[config.mk]
export PLATFORM = sky130hd
export DESIGN_NAME = div_seq
export DESIGN_NICKNAME = d
export VERILOG_FILES = /design/src/rtl/div_seq.sv
export SDC_FILE = /design/constraint.sdc
export NUM_CORES = 1
export LEC_CHECK = 0
export BUFFER_PORTS_ARGS = -buffer_cell sky130_fd_sc_hd__buf_2
export CELL_PAD_IN_SITES_DETAIL_PLACEMENT = 2
export CELL_PAD_IN_SITES_GLOBAL_PLACEMENT = 2
export CORE_MARGIN = 1
export CORE_UTILIZATION = 38
export CTS_BUF_LIST = sky130_fd_sc_hd__clkbuf_4
export CTS_CLUSTER_SIZE = 40
export DETAILED_ROUTE_END_ITERATION = 7
export HOLD_SLACK_MARGIN = 0.02
export PLACE_DENSITY_LB_ADDON = 0.1
export RECOVER_POWER = 50
export SETUP_SLACK_MARGIN = 0.3
export SLEW_MARGIN = 25
export SYNTH_ARGS = -nofsm -noshare
export SYNTH_HDL_FRONTEND = slang
export SYNTH_SLANG_ARGS = --single-unit
[constraint.sdc]
create_clock -name clk -period 4.6 [get_ports clk]
set_clock_uncertainty 0.15 [all_clocks]
set_input_delay 0.23 -clock clk [delete_from_list [all_inputs] [get_ports clk]]
set_output_delay 0.23 -clock clk [all_outputs]
set_load 0.1 [all_outputs]
[src/rtl/div_seq.sv]
// Multi-cycle restoring divider for the execute stage: one quotient bit per
// cycle, sign fix-up afterwards, results registered and held until the next op.
module div_seq #(
    parameter int WIDTH = 32
) (
    input  logic             clk,
    input  logic             reset,
    input  logic             start,
    input  logic             is_signed,
    input  logic [WIDTH-1:0] dividend,
    input  logic [WIDTH-1:0] divisor,
    output logic             busy,
    output logic             stall,
    output logic             done,
    output logic [WIDTH-1:0] quotient,
    output logic [WIDTH-1:0] remainder,
    output logic             div_by_zero
);

    localparam int CW = (WIDTH > 2) ? $clog2(WIDTH) : 1;
    localparam logic [CW-1:0]    CNT_LAST = CW'(WIDTH - 1);
    localparam logic [CW-1:0]    CNT_ZERO = {CW{1'b0}};
    localparam logic [WIDTH-1:0] ZERO_W   = {WIDTH{1'b0}};
    localparam logic [WIDTH-1:0] ONES_W   = {WIDTH{1'b1}};
    localparam logic [WIDTH-1:0] ONE_W    = {{(WIDTH-1){1'b0}}, 1'b1};
    localparam logic [CW-1:0]    ONE_C    = {{(CW-1){1'b0}}, 1'b1};

    typedef enum logic [1:0] {
        S_IDLE = 2'd0,
        S_DIV  = 2'd1,
        S_FIX  = 2'd2,
        S_DONE = 2'd3
    } state_t;

    function automatic logic [WIDTH-1:0] neg_w(input logic [WIDTH-1:0] v);
        return ~v + ONE_W;
    endfunction

    function automatic logic [WIDTH-1:0] abs_w(input logic [WIDTH-1:0] v, input logic en);
        return (en && v[WIDTH-1]) ? neg_w(v) : v;
    endfunction

    state_t           state_q, state_d;
    logic [CW-1:0]    count_q, count_d;
    logic [WIDTH-1:0] rem_q, rem_d;
    logic [WIDTH-1:0] quo_q, quo_d;
    logic [WIDTH-1:0] dvs_q, dvs_d;
    logic             sign_quo_q, sign_quo_d;
    logic             sign_rem_q, sign_rem_d;
    logic             busy_q, busy_d;
    logic             done_q, done_d;
    logic [WIDTH-1:0] quotient_q, quotient_d;
    logic [WIDTH-1:0] remainder_q, remainder_d;
    logic             dbz_q, dbz_d;
    logic [WIDTH:0]   shift_s;
    logic [WIDTH:0]   diff_s;

    // The partial remainder keeps its MSB so divisors above 2^(W-1) still work.
    always_comb begin
        shift_s = {rem_q, quo_q[WIDTH-1]};
        diff_s  = shift_s - {1'b0, dvs_q};
    end

    // Next-state and datapath control.
    always_comb begin
        state_d     = state_q;
        count_d     = count_q;
        rem_d       = rem_q;
        quo_d       = quo_q;
        dvs_d       = dvs_q;
        sign_quo_d  = sign_quo_q;
        sign_rem_d  = sign_rem_q;
        busy_d      = busy_q;
        done_d      = 1'b0;
        quotient_d  = quotient_q;
        remainder_d = remainder_q;
        dbz_d       = dbz_q;
        case (state_q)
            S_IDLE: begin
                if (start && (divisor == ZERO_W)) begin
                    quotient_d  = ONES_W;
                    remainder_d = dividend;
                    dbz_d       = 1'b1;
                    done_d      = 1'b1;
                    state_d     = S_DONE;
                end else if (start) begin
                    sign_quo_d = is_signed & (dividend[WIDTH-1] ^ divisor[WIDTH-1]);
                    sign_rem_d = is_signed & dividend[WIDTH-1];
                    quo_d      = abs_w(dividend, is_signed);
                    dvs_d      = abs_w(divisor, is_signed);
                    rem_d      = ZERO_W;
                    count_d    = CNT_LAST;
                    busy_d     = 1'b1;
                    state_d    = S_DIV;
                end else begin
                    state_d = S_IDLE;
                end
            end
            S_DIV: begin
                if (!diff_s[WIDTH]) begin
                    rem_d = diff_s[WIDTH-1:0];
                    quo_d = {quo_q[WIDTH-2:0], 1'b1};
                end else begin
                    rem_d = shift_s[WIDTH-1:0];
                    quo_d = {quo_q[WIDTH-2:0], 1'b0};
                end
                if (count_q == CNT_ZERO) begin
                    state_d = S_FIX;
                end else begin
                    count_d = count_q - ONE_C;
                end
            end
            S_FIX: begin
                quotient_d  = sign_quo_q ? neg_w(quo_q) : quo_q;
                remainder_d = sign_rem_q ? neg_w(rem_q) : rem_q;
                dbz_d       = 1'b0;
                busy_d      = 1'b0;
                done_d      = 1'b1;
                state_d     = S_DONE;
            end
            S_DONE: begin
                state_d = S_IDLE;
            end
            default: begin
                state_d = S_IDLE;
                busy_d  = 1'b0;
            end
        endcase
    end

    // State and result registers; reset abandons any divide in flight.
    always_ff @(posedge clk) begin
        if (reset) begin
            state_q     <= S_IDLE;
            count_q     <= CNT_ZERO;
            rem_q       <= ZERO_W;
            quo_q       <= ZERO_W;
            dvs_q       <= ZERO_W;
            sign_quo_q  <= 1'b0;
            sign_rem_q  <= 1'b0;
            busy_q      <= 1'b0;
            done_q      <= 1'b0;
            quotient_q  <= ZERO_W;
            remainder_q <= ZERO_W;
            dbz_q       <= 1'b0;
        end else begin
            state_q     <= state_d;
            count_q     <= count_d;
            rem_q       <= rem_d;
            quo_q       <= quo_d;
            dvs_q       <= dvs_d;
            sign_quo_q  <= sign_quo_d;
            sign_rem_q  <= sign_rem_d;
            busy_q      <= busy_d;
            done_q      <= done_d;
            quotient_q  <= quotient_d;
            remainder_q <= remainder_d;
            dbz_q       <= dbz_d;
        end
    end

    assign busy        = busy_q;
    assign stall       = busy_q | (start & (state_q == S_IDLE));
    assign done        = done_q;
    assign quotient    = quotient_q;
    assign remainder   = remainder_q;
    assign div_by_zero = dbz_q;

endmodule

# Yosys cells after proc, flatten, opt, wreduce, memory -nomap -nowiden
# Index checks and enable logic that the tools add are counted.
dict set report word_totals {
  ff_bits 172
  latch_bits 0
  ram_bits 0
  mem_bits_ro 0
  out_inout_bits 68
  wordCells 80
  mem_count 0
}
dict set report op_classes {
  addsub 6
  mul 0
  n_div 0
  n_lt_le_gt_ge 0
  n_eq_ne 8
  shift 0
  muxes 31
  bitwise 10
  reduce_logical 13
}
# op n
set op_table {}
lappend op_table {{32-bit two-way mux} 11}
lappend op_table {{32-bit one-hot mux with 2 select lines} 4}
lappend op_table {{32-bit by 1-bit adder with 32-bit output, second input constant} 4}
lappend op_table {{32-bit NOT} 4}
lappend op_table {{33-bit by 32-bit subtractor with 33-bit output} 1}
lappend op_table {{32-bit logical NOT} 1}
lappend op_table {{5-bit two-way mux} 3}
lappend op_table {{2-bit != test, second input constant} 5}
lappend op_table {{5-bit one-hot mux with 2 select lines} 1}
lappend op_table {{3-bit AND reduction} 3}
lappend op_table {{2-bit one-hot mux with 4 select lines} 1}
lappend op_table {{1-bit two-way mux} 6}
lappend op_table {{1-bit one-hot mux with 2 select lines} 3}
lappend op_table {{5-bit logical NOT} 1}
lappend op_table {{5-bit by 1-bit subtractor with 5-bit output, second input constant} 1}
lappend op_table {{2-bit == test, second input constant} 2}
lappend op_table {{2-bit two-way mux} 2}
lappend op_table {{4-bit AND reduction} 1}
lappend op_table {{2-bit nonzero test} 2}
lappend op_table {{1-bit AND} 3}
lappend op_table {{1-bit logical AND} 3}
lappend op_table {{2-bit by 1-bit == test with 1-bit output, second input constant} 1}
lappend op_table {{2-bit logical NOT} 1}
lappend op_table {{2-bit AND reduction} 1}
lappend op_table {{3 further kinds} 3}

# Longest topological paths before layout
dict set report depth {
  word_depth 6
  ltp_mapped 13
  ltp_nobuf 11
}

# Least setup slack after synthesis
# Ideal clock, no wire load.
dict set report synth_path {
  kind {reg-to-reg}
  start {reg quo_q[31]}
  end {reg rem_q[8]}
  setup_time_ns 0.123
  arrival_ns 2.776
  required_ns 4.327
  setup_slack_ns 1.551
  stages_incl_launch_ff 14
  n_path_buf 2
  path_cell_list {dfxtp_1 inv_1 ha_1 fa_1 nand2b_1 a21o_1 a211o_1 a21o_1 a21o_1 o311ai_1 buf_4 buf_2 mux2i_1 o21ai_0}
}
dict set report synth_between {
  elab_chain_cells 3
}
# item line
set synth_lines {}
lappend synth_lines {{from (decl)} 46} ;# logic [WIDTH-1:0] quo_q, quo_d;
lappend synth_lines {{from (signal assigned)} 150} ;# quo_q <= quo_d;
lappend synth_lines {{33-bit by 32-bit subtractor with 33-bit output} 61} ;# diff_s = shift_s - {1'b0, dvs_q};
lappend synth_lines {{32-bit two-way mux} 100} ;# if (!diff_s[WIDTH]) begin
lappend synth_lines {{32-bit one-hot mux with 2 select lines} 78} ;# case (state_q)
lappend synth_lines {{to (signal assigned)} 149} ;# rem_q <= rem_d;
lappend synth_lines {{to (decl)} 45} ;# logic [WIDTH-1:0] rem_q, rem_d;
# Every way passes these cells.
# A chain may end at the register's enable or synchronous reset.

# Worst setup path after layout
dict set report layout_path {
  start {in divisor[0]}
  end {reg dvs_q[1]}
}
dict set report layout_between {
  elab_chain_cells 4
  word_cells_on_any_way 7
  cone_classes {1 x add/sub; 1 x mux; 2 x bitwise; 3 x reduce/logical}
}
# item line
set layout_lines {}
lappend layout_lines {{from (decl)} 11} ;# input logic [WIDTH-1:0] divisor,
lappend layout_lines {{branches (longest 4 deep; another with 32-bit by 1-bit adder with 32-bit output)} n/a}
lappend layout_lines {{to (signal assigned)} 151} ;# dvs_q <= dvs_d;
lappend layout_lines {{to (decl)} 47} ;# logic [WIDTH-1:0] dvs_q, dvs_d;
# Several ways; the timed one is not identified.

==> results.cfg <==
[status]
outcome = finished, violations left
violations = max-capacitance violations, max-slew violations

[die]
start_util_pct = 39.0
io_pins = 136
fp.dieW_um = 174
die_h_um = 174
dieArea_um2 = 30400
design.core.area_um2 = 29000
std_cell_rows = 62

[setup_path]
r2r_start = state_q[1]
reg2reg_slack_ns = 0.56
r2r-end = dvs_q[1]
cp_max_fo = 39
cp.required_ns = 5.08
r2r_cells = 8
worstSetupPathType = in -> reg
endpoint_kind = flip-flop
worstPathArrival_ns = 4.76
cp-start-kind = primary input

[cells_and_area]
area_growth_pct = 18.6
fillers = 3380
nNetsFinal = 1756
drive_above_1_share_pct = 8.14
seqCellArea_um2 = 3450
layout_commonest_cell = nand2_1
multi_input_area_um2 = 7310
most-common-layout-cells = nand2_1 (179), dfxtp_1 (170), nor2_1 (165)
final_area_um2 = 13400

[clock_network]
cts_tree = built
numCtsBuffers = 17
root_buffer = clkbuf_4
clk_path_buf_depth = 2
path_clk_slew_ns = 0.20
cts.htree.levels = 4
clk_latency_ns = 0.66
clock_sinks = 172

[power_and_ir_drop]
ir_worst_vdd_mv = 0.205
p_leak_uw = 0.00512
p_int_uw = 3070
switching_share_pct = 53.6
p_per_area_nw_per_um2 = 495
clkPwrFrac_pct = 15.0
seqPwrFrac_pct = 31.8
combPwrFrac_pct = 53.2
p_sw_uw = 3560

[timing]
fin_setup_tns_ns = 0
setup_viol = 0
final_hold_viol_count = 0
layout_min_cycle_time_ns = 4.28
slew_viol_final = 138
rsz0062_at_grt = false
max_freq_ghz = 0.234
post-route-period-util_pct = 93.0
slew_headroom_pct = -32.5
worstMarginPinSlew_ns = 1.99

[yosys]
synth_top_area_cell = dfxtp_1
ys_types = 69
synth_top_area_share_pct = 30.5
synth_top_cells_by_area = dfxtp_1 (30%), xor2_1 (6.7%), nand2_1 (5.9%)
syn_inst = 1475
synth_ff_type = dfxtp_1
ys_seq_elements = 172
syn_avg_cell_area_um2 = 7.66
async_flop_share_pct = 0
synth_fp_nets = 1585
ys_seq_area_share_pct = 30.5
yosys_warnings = 0
synth_edf_count = 0
netlist_area_um2 = 11300

[worst_hold_path]
hold_path_class = in -> reg
hold_path_startpoint = start
holdPathStages = 4
worstHoldEndpoint = busy

[detailed_routing]
vias = 12100
dr.pass1.iters = 4
drt_iter0_markers = 688
ant_nets = 0
wl_per_cell_um = 23.7
drc = 0
vias_per_cell = 5.92
drt_wl_total_um = 48500

[placed_design]
post_dp_cell_area_um2 = 12200
port_buffers = 135
hpwl_um = 31900
place_congestion = 0.894

[global_routing]
overflow = 0
grt_max_degree = 74
grt_pass1_wl_um = 75200
grt_pass1_vias = 13200
antenna_found_initial = 3
grt_use_total_pct = 31.8

[job]
maxCapViolations = 4
-- cell type report --
cell class	count	area share [%]
inverter	57	1.60
tap	384	3.59
multi-input combinational	1154	54.6
clock inverter	15	1.31
antenna	3	0.0560
timing repair buffer	244	12.2
clock buffer	17	0.952
sequential	172	25.7
-- worst max-delay path by stage --
stage                from            to  slack [ns]  cells past startpoint
2_1_floorplan   quo_q[31]      rem_q[8]        1.55                     13
3_3_place_gp    quo_q[31]     rem_q[30]        1.09                     12
3_5_place_dp    quo_q[31]     rem_q[30]        0.98                     12
4_1_cts        divisor[0]  remainder[3]        0.70                     12
5_1_grt        divisor[0]      dvs_q[1]        0.20                     12
6_report       divisor[0]      dvs_q[1]        0.32                     12
-- through the flow --
stage / total power [uW] / util (%) / instances / setup slack [ns] / hold WS (ns)
floorplan: 4540 / - / 1475 / 1.55 / 0.216
global placement: 5360 / 42.2 / 1916 / 1.09 / 0.285
detailed placement: 5490 / 42.2 / 1916 / 0.978 / 0.297
CTS: 6570 / 46.5 / 2043 / 0.697 / 0.227
global route: 6990 / 46.2 / 2046 / 0.204 / 0.267
finish: 6630 / 46.2 / 2046 / 0.320 / 0.266
-- power by group through the flow --
stage          registers, uW  logic, uW  clock network [uW]
2_1_floorplan           2550       1990                   0
3_3_place_gp            2100       3260                   0
3_5_place_dp            2120       3370                   0
4_1_cts                 2090       3480                1000
5_1_grt                 2140       3790                1060
6_report                2110       3530                 994
-- logic make-up after synthesis --
logic type               after synthesis  synth area share, %
AND/OR/NAND/NOR                      498                 20.2
AO/OA/AOI/OAI                        441                 25.7
flip-flops                           172                 30.5
buffers and inverters                149                 5.20
XOR/XNOR                             147                 11.4
adder cells (fa/ha/maj)               42                 4.72
multiplexers                          26                 2.30
-- state kept, by name, indices dropped and copies added, names as in the netlist --
signal and cells:
busy 1, count_q 5, div_by_zero 1, done 1, dvs_q 32, quo_q 32
quotient 32, rem_q 32, remainder 32, sign_quo_q 1, sign_rem_q 1, state_q 2
-- worst max-delay path, stage by stage --
cell and delay, ns:
dlygate4sd3_1 0.52, buf_2 0.13, inv_1 0.06, ha_1 0.25, or4b_1 0.24, and4bb_1 0.28
nand4_2 0.25, nor2b_2 0.23, clkbuf_1 1.44, nor2_1 0.14, a311oi_1 0.37, dlygate4sd3_1 0.59
-- synth_stat cells, types with 3 or more instances --
cell type / number
xor2_1: 86
ha_1: 41
nand2_1: 179
a21o_1: 14
nor4_1: 11
clkbuf_1: 69
a21oi_1: 118
nand4_1: 10
dfxtp_1: 172
o21a_1: 4
nor3_2: 3
a32oi_1: 7
a311oi_1: 33
o22ai_1: 8
inv_1: 57
xnor2_1: 61
o21ai_0: 83
and2_1: 8
or4_1: 15
nor2_1: 165
or4_4: 3
o31ai_1: 30
mux2i_1: 26
nor2b_1: 5
a31oi_1: 9
or2_2: 3
o211ai_1: 20
a211oi_1: 59
nand2b_1: 17
buf_2: 18
nand3_1: 27
o31a_1: 5
a21oi_2: 3
nor3_1: 25
a41oi_1: 7
o21ai_1: 5
or3_1: 5
o41ai_1: 17
and3_1: 8
-- per-layer routing --
metal,part of all wire (%),GRT usage [%]
met1,40,34.8
met4,4.9,16.6
met3,2.7,4.09
met2,53,59.3
met5,0,0
-- repair_timing --
action                    in CTS  in global routing
hold endpoints to repair      99                  0
setup buffers                  0                  0
resized for setup              0                  0
hold buffers                  95                  0
Note: power is estimated with default switching activity, not from simulation.
